<file path="src/rtl/decode_queue_pkg.sv">
// Shared constants for the decode queue: class codes, MIPS opcode/func/rt/rs
// encodings recognised by the classifier, and the stored entry layout.
package decode_queue_pkg;

    localparam int unsigned INST_W  = 32;
    localparam int unsigned CLASS_W = 4;

    localparam logic [CLASS_W-1:0] CLASS_ALU    = 4'd0;
    localparam logic [CLASS_W-1:0] CLASS_LOAD   = 4'd1;
    localparam logic [CLASS_W-1:0] CLASS_STORE  = 4'd2;
    localparam logic [CLASS_W-1:0] CLASS_BRANCH = 4'd3;
    localparam logic [CLASS_W-1:0] CLASS_JUMP   = 4'd4;
    localparam logic [CLASS_W-1:0] CLASS_MULDIV = 4'd5;
    localparam logic [CLASS_W-1:0] CLASS_HILO   = 4'd6;
    localparam logic [CLASS_W-1:0] CLASS_CP0    = 4'd7;
    localparam logic [CLASS_W-1:0] CLASS_TRAP   = 4'd8;

    localparam logic [5:0] OP_SPECIAL = 6'h00, OP_REGIMM = 6'h01;
    localparam logic [5:0] OP_J    = 6'h02, OP_JAL   = 6'h03;
    localparam logic [5:0] OP_BEQ  = 6'h04, OP_BNE   = 6'h05, OP_BLEZ = 6'h06, OP_BGTZ = 6'h07;
    localparam logic [5:0] OP_ADDI = 6'h08, OP_ADDIU = 6'h09, OP_SLTI = 6'h0A, OP_SLTIU = 6'h0B;
    localparam logic [5:0] OP_ANDI = 6'h0C, OP_ORI   = 6'h0D, OP_XORI = 6'h0E, OP_LUI   = 6'h0F;
    localparam logic [5:0] OP_COP0 = 6'h10;
    localparam logic [5:0] OP_LB   = 6'h20, OP_LH    = 6'h21, OP_LWL  = 6'h22, OP_LW    = 6'h23;
    localparam logic [5:0] OP_LBU  = 6'h24, OP_LHU   = 6'h25, OP_LWR  = 6'h26;
    localparam logic [5:0] OP_SB   = 6'h28, OP_SH    = 6'h29, OP_SWL  = 6'h2A, OP_SW    = 6'h2B;
    localparam logic [5:0] OP_SWR  = 6'h2E;

    localparam logic [5:0] FN_SLL  = 6'h00, FN_SRL  = 6'h02, FN_SRA  = 6'h03;
    localparam logic [5:0] FN_SLLV = 6'h04, FN_SRLV = 6'h06, FN_SRAV = 6'h07;
    localparam logic [5:0] FN_JR   = 6'h08, FN_JALR = 6'h09;
    localparam logic [5:0] FN_SYSCALL = 6'h0C, FN_BREAK = 6'h0D;
    localparam logic [5:0] FN_MFHI = 6'h10, FN_MTHI  = 6'h11, FN_MFLO = 6'h12, FN_MTLO = 6'h13;
    localparam logic [5:0] FN_MULT = 6'h18, FN_MULTU = 6'h19, FN_DIV  = 6'h1A, FN_DIVU = 6'h1B;
    localparam logic [5:0] FN_ADD  = 6'h20, FN_ADDU  = 6'h21, FN_SUB  = 6'h22, FN_SUBU = 6'h23;
    localparam logic [5:0] FN_AND  = 6'h24, FN_OR    = 6'h25, FN_XOR  = 6'h26, FN_NOR  = 6'h27;
    localparam logic [5:0] FN_SLT  = 6'h2A, FN_SLTU  = 6'h2B;
    localparam logic [5:0] FN_ERET = 6'h18;

    localparam logic [4:0] RT_BLTZ   = 5'h00, RT_BGEZ   = 5'h01;
    localparam logic [4:0] RT_BLTZAL = 5'h10, RT_BGEZAL = 5'h11;
    localparam logic [4:0] RS_MF     = 5'h00, RS_MT     = 5'h04;

    typedef struct packed {
        logic [INST_W-1:0]  inst;
        logic [CLASS_W-1:0] cls;
        logic               ri;
        logic               bd;
        logic               adel;
    } entry_t;

endpackage

</file>
<file path="src/rtl/decode_queue_inst_classifier.sv">
// Combinational instruction classifier used on the queue push path.
// Unrecognised encodings are reported as ALU with the reserved flag set.
module inst_classifier
    import decode_queue_pkg::*;
(
    input  logic [INST_W-1:0]  inst,
    output logic [CLASS_W-1:0] inst_class,
    output logic               ri,
    output logic               is_ctrl_xfer
);

    logic [5:0] op;
    logic [5:0] fn;
    logic [4:0] rs;
    logic [4:0] rt;
    logic       unused_bits;

    assign op = inst[31:26];
    assign rs = inst[25:21];
    assign rt = inst[20:16];
    assign fn = inst[5:0];
    assign unused_bits = ^inst[15:6];

    always_comb begin
        inst_class = CLASS_ALU;
        ri         = 1'b0;
        case (op)
            OP_SPECIAL: begin
                case (fn)
                    FN_SLL, FN_SRL, FN_SRA, FN_SLLV, FN_SRLV, FN_SRAV,
                    FN_ADD, FN_ADDU, FN_SUB, FN_SUBU, FN_AND, FN_OR,
                    FN_XOR, FN_NOR, FN_SLT, FN_SLTU:            inst_class = CLASS_ALU;
                    FN_JR, FN_JALR:                             inst_class = CLASS_JUMP;
                    FN_SYSCALL, FN_BREAK:                       inst_class = CLASS_TRAP;
                    FN_MFHI, FN_MTHI, FN_MFLO, FN_MTLO:         inst_class = CLASS_HILO;
                    FN_MULT, FN_MULTU, FN_DIV, FN_DIVU:         inst_class = CLASS_MULDIV;
                    default:                                    ri = 1'b1;
                endcase
            end
            OP_REGIMM: begin
                case (rt)
                    RT_BLTZ, RT_BGEZ, RT_BLTZAL, RT_BGEZAL:     inst_class = CLASS_BRANCH;
                    default:                                    ri = 1'b1;
                endcase
            end
            OP_J, OP_JAL:                                       inst_class = CLASS_JUMP;
            OP_BEQ, OP_BNE, OP_BLEZ, OP_BGTZ:                   inst_class = CLASS_BRANCH;
            OP_ADDI, OP_ADDIU, OP_SLTI, OP_SLTIU,
            OP_ANDI, OP_ORI, OP_XORI, OP_LUI:                   inst_class = CLASS_ALU;
            OP_LB, OP_LH, OP_LWL, OP_LW, OP_LBU, OP_LHU, OP_LWR: inst_class = CLASS_LOAD;
            OP_SB, OP_SH, OP_SWL, OP_SW, OP_SWR:                inst_class = CLASS_STORE;
            OP_COP0: begin
                // eret is the CO-format op (rs[4] set) with func 0x18
                if (rs == RS_MF || rs == RS_MT || (rs[4] && fn == FN_ERET))
                    inst_class = CLASS_CP0;
                else
                    ri = 1'b1;
            end
            default:                                            ri = 1'b1;
        endcase
    end

    assign is_ctrl_xfer = (inst_class == CLASS_BRANCH) || (inst_class == CLASS_JUMP);

endmodule

</file>
<file path="src/rtl/decode_queue.sv">
// Circular decode buffer between fetch and decode; entries are classified and
// tagged (reserved, delay slot, address error) as they are pushed.
module decode_queue
    import decode_queue_pkg::*;
#(
    parameter int unsigned DEPTH = 4,
    parameter int unsigned PC_W  = 32
) (
    input  logic                     clk,
    input  logic                     reset,
    input  logic                     flush,
    input  logic                     in_valid,
    output logic                     in_ready,
    input  logic [31:0]              in_inst,
    input  logic [PC_W-1:0]          in_pc,
    output logic                     out_valid,
    input  logic                     out_ready,
    output logic [31:0]              out_inst,
    output logic [PC_W-1:0]          out_pc,
    output logic [3:0]               out_class,
    output logic                     out_ri,
    output logic                     out_bd,
    output logic                     out_adel,
    output logic [$clog2(DEPTH):0]   count
);

    localparam int unsigned PTR_W = $clog2(DEPTH);
    localparam int unsigned CNT_W = PTR_W + 1;
    localparam logic [CNT_W-1:0] FULL_CNT = CNT_W'(DEPTH);

    entry_t               mem    [DEPTH];
    logic [PC_W-1:0]      pc_mem [DEPTH];
    logic [PTR_W-1:0]     rd_ptr;
    logic [PTR_W-1:0]     wr_ptr;
    logic                 bd_pending;
    logic [CLASS_W-1:0]   in_class;
    logic                 in_ri;
    logic                 in_ctrl;
    logic                 push;
    logic                 pop;

    inst_classifier u_classifier (
        .inst         (in_inst),
        .inst_class   (in_class),
        .ri           (in_ri),
        .is_ctrl_xfer (in_ctrl)
    );

    assign in_ready  = (count != FULL_CNT);
    assign out_valid = (count != '0);
    assign push      = in_valid && in_ready && !flush;
    assign pop       = out_valid && out_ready && !flush;

    assign out_inst  = mem[rd_ptr].inst;
    assign out_pc    = pc_mem[rd_ptr];
    assign out_class = mem[rd_ptr].cls;
    assign out_ri    = mem[rd_ptr].ri;
    assign out_bd    = mem[rd_ptr].bd;
    assign out_adel  = mem[rd_ptr].adel;

    always_ff @(posedge clk) begin
        if (reset) begin
            count      <= '0;
            rd_ptr     <= '0;
            wr_ptr     <= '0;
            bd_pending <= 1'b0;
            for (int unsigned i = 0; i < DEPTH; i++) begin
                mem[PTR_W'(i)]    <= '0;
                pc_mem[PTR_W'(i)] <= '0;
            end
        end else if (flush) begin
            count      <= '0;
            rd_ptr     <= '0;
            wr_ptr     <= '0;
            bd_pending <= 1'b0;
        end else begin
            if (push) begin
                mem[wr_ptr]    <= '{inst: in_inst, cls: in_class, ri: in_ri,
                                    bd: bd_pending, adel: (in_pc[1:0] != 2'b00)};
                pc_mem[wr_ptr] <= in_pc;
                wr_ptr         <= wr_ptr + PTR_W'(1);
                bd_pending     <= in_ctrl;
            end
            if (pop)
                rd_ptr <= rd_ptr + PTR_W'(1);
            if (push && !pop)
                count <= count + CNT_W'(1);
            else if (pop && !push)
                count <= count - CNT_W'(1);
        end
    end

endmodule

</file>
<file path="config.mk">
export PLATFORM = sky130hd
export DESIGN_NAME = decode_queue
export DESIGN_NICKNAME = d
export VERILOG_FILES = /design/src/rtl/decode_queue_pkg.sv /design/src/rtl/decode_queue_inst_classifier.sv /design/src/rtl/decode_queue.sv
export SDC_FILE = /design/constraint.sdc
export NUM_CORES = 1
export LEC_CHECK = 0
export BUFFER_PORTS_ARGS = -buffer_cell sky130_fd_sc_hd__buf_2
export CAP_MARGIN = 30
export CORE_UTILIZATION = 50
export CTS_CLUSTER_DIAMETER = 30
export DETAILED_ROUTE_END_ITERATION = 12
export PLACE_DENSITY = 0.82
export SYNTH_ARGS = -nofsm -noshare
export SYNTH_HDL_FRONTEND = slang
export SYNTH_SLANG_ARGS = --single-unit
export TNS_END_PERCENT = 5
</file>
<file path="constraint.sdc">
create_clock -name clk -period 3.8 [get_ports clk]
set_input_delay 0 -clock clk [delete_from_list [all_inputs] [get_ports clk]]
set_output_delay 0 -clock clk [all_outputs]
set_load 0.005 [all_outputs]
</file>
==> results of run 1 <==
metal layers:
metal | wire length (um) | up-vias
met4 | 861 | 0
met5 | 0 | -
met3 | 2351 | 59
li1 | - | 3554
met2 | 15660 | 400
met1 | 11300 | 4005
cells by family after synthesis:
| family | after synthesis |
|---|---|
| flip-flops | 294 |
| AO/OA/AOI/OAI | 22 |
| adder cells (fa/ha/maj) | 2 |
| XOR/XNOR | 6 |
| multiplexers | 73 |
| buffers and inverters | 121 |
| AND/OR/NAND/NOR | 344 |
power groups by stage:
stage          registers [uW]  clock network [uW]  logic [uW]
2_1_floorplan            3800                   0         255
3_3_place_gp             3810                   0         443
3_5_place_dp             3820                   0         455
4_1_cts                  3760                4490         517
5_1_grt                  3770                4640         555
6_report                 3760                4470         519
final cells by class:
cell class	instances	area [um2]	share of cell area
Clock buffer	51	1255	0.07780
Timing Repair Buffer	228	1589	0.09851
Multi-Input combinational cell	447	3463	0.2147
Sequential cell	294	8736	0.5416
Tap cell	324	405.4	0.02513
Clock inverter	37	422.9	0.02622
Inverter	69	259.0	0.01606
what timing repair did:
| action | in CTS | in global routing |
|---|---|---|
| resized for setup | 0 | 0 |
| hold buffers | 69 | 0 |
| hold endpoints to repair | 264 | 0 |
cell usage after synthesis, types with 4 or more instances:
cell type  instances
edfxtp_1         284
nor2_1           188
mux4_2            71
nand2_1           71
inv_1             69
and2_1            43
clkbuf_1          29
buf_2             18
dfxtp_1           10
nand2b_1           8
xor2_1             5
nor2b_1            4
through the flow:
step,worst slack (ns),utilization,hold WS [ns],area [um2],cells
finish,1.281,0.6575,0.1804,16130,1450
global route,1.130,0.6575,0.1947,16130,1450
CTS,1.221,0.6575,0.1723,16130,1450
detailed placement,1.456,0.5609,0.2940,13760,1293
global placement,1.454,0.5579,0.2946,13690,1290
floorplan,0.4736,-,0.1982,12650,862
final timing paths:
check	start	end
max	flop	out_inst[27]
min	reset	mem[2][4]
max reg2reg	count[0]	mem[3][30]
min reg2reg	count[2]	count[2]
layout by cell type, fill, tap and decap left out, types with 4 or more instances in the layout:
cell type and n:
inv_6 11, edfxtp_1 284, dfxtp_1 8, clkinv_1 5, nor2_1 188, clkinvlp_4 5, dlygate4sd3_1 69, nor2b_1 4
bufinv_16 7, xor2_1 5, buf_4 11, mux4_2 71, inv_1 69, buf_2 144, clkbuf_16 50, clkinv_2 7
nand2_1 71, and2_1 43
flip-flops by register name, summed over array words and instances (netlist names), named ones only:
signal and count:
pc_mem 128, wr_ptr 2, mem 156, count 3, bd_pending 1, rd_ptr 2
worst max-delay path, delay by kind of cell (launching register included):
kind | cells | cell delay [ns]
multiplexers | 1 | 0.61
flip-flops | 1 | 0.74
buffers and inverters | 2 | 0.61
==> metrics.md, run 1 <==
| Metric | Value |
|---|---|
| Power share of the combinational group | `0.059` |
| Most used DFF post-synth | `edfxtp_1` |
| Count of unique library cells instantiated by Yosys | `56` |
| Leakage power | `0.006443 uW` |
| Overall die area | `0.02595 mm2` |
| Worst R2R Path Depth | `4` |
| GR met3 Demand/Resource | `0.04391` |
| Type of element capturing the critical path | `primary output` |
| CP Max Fanout | `31` |
| Routability-driven placement congestion ratio | `0.8047` |
| Library cell with the largest summed area after synthesis | `edfxtp_1` |
| Startpoint type of the worst setup path | `flop` |
| GRT met2 Usage | `0.4069` |
| Final setup violation count | `0` |
| Cell internal power dissipation | `6835 uW` |
| Synth top area share | `0.6741` |
| Critical Path, Cell by Cell | `buf_4, mux4_2, buf_2` |
| Remaining routing DRC violations | `0` |
| Core Box Area | `0.02453 mm2` |
| Post-Syn Instances | `862` |
| Maximum number of pins on one net before global-route repair | `72` |
| Worst Skew | `0.01712 ns` |
| First-pass GRT wire length | `46350 um` |
| Critical Path Max Stage Delay | `0.74 ns` |
| Met1 Usage GRT | `0.2987` |
| IR Drop Worst-Case VDD | `0.3003 mV` |
| All-layer global routing usage | `0.2366` |
| Max Buffers Root-to-Sink | `3` |
| Syn nets | `933` |
| Achievable Freq | `397.0 MHz` |
| Tmin final | `2.519 ns` |
| Post-CTS setup buffers | `0` |
| Startpoint-to-endpoint class of the critical path | `flop to primary output` |
| Count of max-cap constraint violations | `0` |
| Share of the synthesized area in compound gates (AO/OA/AOI/OAI) | `0.01483` |
| Half-perimeter wire length of the detailed placement result | `16790 um` |
| First-pass detailed-route iteration total | `5` |
| Via count of the first global-routing pass | `8449` |
| Portion of the post-synthesis area used by sequential elements | `0.6899` |
| Number of enable-type register cells in the synthesized netlist | `284` |
| Share of post-route cells with drive strength above 1 | `0.2975` |
| Detailed-route via count | `8018` |
| Clock slew seen by the registers of the worst setup and hold paths | `0.05 ns` |
| Number of pins exceeding their max-slew limit in the final report | `0` |
| Total of fill cells in the finished design | `1634` |
| Arrival time reported for the critical path endpoint | `2.52 ns` |
| PwrDens | `542.2 mW/mm2` |
| Simple-gate area share of the yosys netlist | `0.1213` |
| RSZ-0062 raised after global routing | `no` |
| Post-synthesis share of cell area spent on xor and xnor gates | `0.004153` |
| Part of the power in registers | `0.430` |
| Headroom to the max-slew limit | `0.3497` |
| Portion of netlist area occupied by mux cells | `0.1280` |
| Detail-routed net length per standard cell | `20.81 um` |
| Post-synthesis cell area | `0.01265 mm2` |
| Worst slew pin tran | `0.9755 ns` |
| Number of endpoints with negative hold slack in the final report | `0` |
| Ports | `145` |
| Aggregate routed wire length | `30180 um` |
| Fraction of the mapped netlist area in adder cells | `0.002571` |
| Clock tree from TritonCTS | `yes` |
| Average cell area after synthesis | `14.68 um2` |
| Iteration-0 DRC Markers | `897` |
| Die Span Y | `161.1 um` |
| Total power | `8747 uW` |
| Portion of total power attributed to the clock network | `0.511` |
| Setup slack on the worst flop-to-flop path | `1.45 ns` |
| Count of buffers from port buffering | `144` |
| Hold Path Class | `primary input to flop` |
| Sink count of the clock tree | `294` |
| GR peak layer | `met2` |
| Total overflow reported by the global router | `0` |
| Total net switching power | `1911 uW` |
| Required time of the critical path | `3.80 ns` |
| Outcome | `completed` |
| Net total in the final layout | `1160` |
| Clock tree root driver cell | `clkbuf_16` |
| TritonCTS Buffers | `49` |
| Main combinational cell family by area after synthesis | `multiplexers` |
| H-Tree Level Count | `2` |
| Synth-to-layout area growth | `27.49%` |
| Antenna Cells | `0` |
| Fin Setup TNS | `0 ns` |
| Average via count per standard cell | `5.530` |
| Slowest stage cell on the critical path | `dfxtp_4` |
| Post-synth ARST share | `0` |
| Hold depth | `2` |
| Die span in x | `161.1 um` |
| Ranking of synthesized cells by area | `edfxtp_1 67%, mux4_2 13%, nor2_1 5.6%` |
| Count of antenna-violating nets left after detailed routing | `0` |
| Yosys warning count | `0` |
| Clk_lat worst skew | `0.55 ns` |
| Share of the cycle needed by the critical path after routing | `0.6629` |
| Register bit count reported by yosys | `294` |
| Std cell rows | `57` |
| Initial antenna violation count | `0` |
| Starting density of the core | `0.5157` |
| Switching part of the total | `0.2185` |
No activity file was read; power rests on OpenSTA's default activity.
==> inputs of run 2 (changes only) <==
==> constraint.sdc (replaced) <==
create_clock -name clk -period 2.41 [get_ports clk]
set_input_delay 0 -clock clk [delete_from_list [all_inputs] [get_ports clk]]
set_output_delay 0 -clock clk [all_outputs]
set_load 0.005 [all_outputs]
==> run 2 against run 1 <==
Effect of this change:
- critical path depth rose by 6
- register-to-register slack got worse by 1.3 ns
- combinational power increased by 64%
- first-iteration DRC count fell by 9.4%
- die area stayed put
- global-route usage is 0.56 points higher
- clock power increased by 81%
- via count up 1.3%
- critical endpoint is now count[2]
- largest power group unchanged
==> metrics.md, run 2 (synthesis results as in run 1) <==
| Metric | Value |
|---|---|
| Std cell rows | `57 (unchanged)` |
| Count of max-cap constraint violations | `0 (unchanged)` |
| Highest metal layer used by the detailed router | `met4` |
| Most frequent cells in the layout | `284 x edfxtp_1, 188 x nor2_1, 144 x buf_2` |
| Maximum number of pins on one net before global-route repair | `52 (-28%)` |
| Hold Path Sink | `mem[0][2]` |
| Routed metal-1 wirelength | `10990 um (-2.7%)` |
| Commonest non-fill, non-tap cell in the layout | `edfxtp_1` |
| Worst path setup slack after routing | `0.1232 ns (-1.158 ns)` |
| TritonCTS Buffers | `56 (+14%)` |
| First-pass detailed-route iteration total | `5 (unchanged)` |
| Wire length on met2 | `15990 um (+2.1%)` |
| Clock tree root driver cell | `clkbuf_16` |
| Total of fill cells in the finished design | `1632 (-0.12%)` |
| Multi-input combinational cell area | `0.003472 mm2 (+0.25%)` |
| Final setup violation count | `0 (unchanged)` |
| Clock slew seen by the registers of the worst setup and hold paths | `0.05 ns (about the same)` |
| Hold Path Class | `primary input to flop` |
| Largest regs | `mem (156), pc_mem (128), count (3)` |
| Area after DPL | `0.01400 mm2 (+1.8%)` |
| First-pass GRT wire length | `47270 um (+2.0%)` |
| Worst slew pin tran | `0.7060 ns (-0.2694 ns)` |
| Arrival time reported for the critical path endpoint | `2.76 ns (+0.24 ns)` |
| Register with the most flip-flops | `mem` |
| Count of buffers from port buffering | `144 (unchanged)` |
| CP Max Fanout | `5 (-84%)` |
| Core Box Area | `0.02453 mm2 (unchanged)` |
| Starting density of the core | `0.5157 (unchanged)` |
| Worst-case setup slack after placement | `0.1269 ns (-1.329 ns)` |
| Sink count of the clock tree | `294 (unchanged)` |
| Total overflow reported by the global router | `0 (unchanged)` |
| Fin Setup TNS | `0 ns (unchanged)` |
| Clk_lat worst skew | `0.57 ns (+0.02 ns)` |
| Leakage power | `0.006697 uW (+3.9%)` |
| Flip-flop count of the largest register after layout | `156 (unchanged)` |
| Initial antenna violation count | `1 (+1)` |
| Remaining routing DRC violations | `0 (unchanged)` |
| Synth-to-layout area growth | `31.79%` |
| Count of antenna-violating nets left after detailed routing | `0 (unchanged)` |
| Net total in the final layout | `1182 (+1.9%)` |
| Metal3 WL | `2480 um (+5.5%)` |
| Worst Skew | `0.02140 ns (+0.004279 ns)` |
| Ports | `145 (unchanged)` |
| Number of pins exceeding their max-slew limit in the final report | `0 (unchanged)` |
| Tmin final | `2.287 ns` |
| Share of the cycle needed by the critical path after routing | `0.9489` |
| Headroom to the max-slew limit | `0.5293 (+0.1796)` |
| PwrDens | `890.7 mW/mm2 (+64%)` |
| Type of element capturing the critical path | `flop` |
| Aggregate routed wire length | `30350 um (+0.57%)` |
| Number of endpoints with negative hold slack in the final report | `0 (unchanged)` |
| Overall die area | `0.02595 mm2 (unchanged)` |
| Via count of the first global-routing pass | `8674 (+2.7%)` |
| Hold path startpoint | `reset` |
| Worst R2R Path Depth | `9 (+5)` |
| R2R Path Start | `count[2]` |
| H-Tree Level Count | `2 (unchanged)` |
| Clock tree from TritonCTS | `yes` |
| IR Drop Worst-Case VDD | `0.6183 mV (+110%)` |
| Detailed-route via count | `8124 (+1.3%)` |
| Reg area | `0.008737 mm2 (about the same)` |
| Startpoint type of the worst setup path | `flop` |
| Outcome | `completed` |
| Average via count per standard cell | `5.478 (-0.93%)` |
| Iteration-0 DRC Markers | `813 (-9.4%)` |
| Routability-driven placement congestion ratio | `0.8142 (+1.2%)` |
| Share of post-route cells with drive strength above 1 | `0.3195 (+0.02200)` |
| Required time of the critical path | `2.89 ns (-0.91 ns)` |
| Setup slack on the worst flop-to-flop path | `0.12 ns (-1.33 ns)` |
| Half-perimeter wire length of the detailed placement result | `17170 um (+2.2%)` |
| Startpoint-to-endpoint class of the critical path | `flop to flop` |
| Die span in x | `161.1 um (unchanged)` |
| Post-CTS setup buffers | `0 (unchanged)` |
| Hold depth | `2 (unchanged)` |
| Max Buffers Root-to-Sink | `3 (unchanged)` |
| Detail-routed net length per standard cell | `20.46 um (-1.7%)` |
| Die Span Y | `161.1 um (unchanged)` |
| Achievable Freq | `437.3 MHz` |
| Capture point of the worst reg-to-reg path | `count[2]` |
| Final design instance area without fill | `0.01667 mm2 (+3.4%)` |
| All-layer global routing usage | `0.2422 (+0.005615)` |
| Final-layout worst hold slack | `0.1118 ns (-0.06860 ns)` |
run 2: repair_timing:
action                                  in CTS  in global routing
endpoints found under the setup margin       0                  1
gates resized for setup                      0                  4
hold endpoints to repair                   267                  0
hold buffers                                68                  0
run 2: worst max-delay path: stages, from the launching register on:
cell,delay (ns)
dfxtp_2,0.33
or3_4,0.38
and3b_2,0.24
inv_1,0.06
ha_2,0.18
inv_1,0.05
fa_1,0.37
xor2_1,0.15
or3_1,0.30
a21oi_1,0.14
run 2: how the worst max path moves through the flow:
stage                     startpoint  slack, ns        end  depth (start not counted)
after floorplan             count[0]      -0.68  mem[2][0]                          5
after global placement      count[2]       0.16   count[2]                          9
after detailed placement    count[2]       0.13   count[2]                          9
after CTS                   count[2]       0.12   count[2]                          9
after global routing        count[2]     -0.004   count[2]                          9
final                       count[2]       0.12   count[2]                          9
run 2: final cells by class:
type	instances	area share
multi-input combinational	447	0.2082
sequential	294	0.5240
tap	324	0.02431
clock inverter	44	0.03212
inverter	69	0.01553
timing repair buffer	243	0.1093
antenna	1	0.0001501
clock buffer	61	0.08644
run 2: metrics by stage:
step                total power, uW  utilization  instances
global placement               6737       0.5708       1309
CTS                           14900       0.6792       1482
detailed placement             6766       0.5708       1309
global route                  15250       0.6797       1483
finish                        14850       0.6797       1483
floorplan                      6395            -        862
run 2: metal layers:
layer | up-vias | GRT usage
met5 | - | 0
met4 | 0 | 0.1008
met3 | 71 | 0.04160
met2 | 415 | 0.4181
met1 | 4020 | 0.3035
li1 | 3618 | -
run 2: power breakdown:
group | leakage (uW) | switching (uW) | total [uW] | internal (uW)
clock network | 0.000956 | 2660 | 8070 | 5410
logic | 0.00273 | 460 | 852 | 392
registers | 0.00301 | 77.3 | 5930 | 5850
total | 0.00670 | 3200 | 14900 | 11700
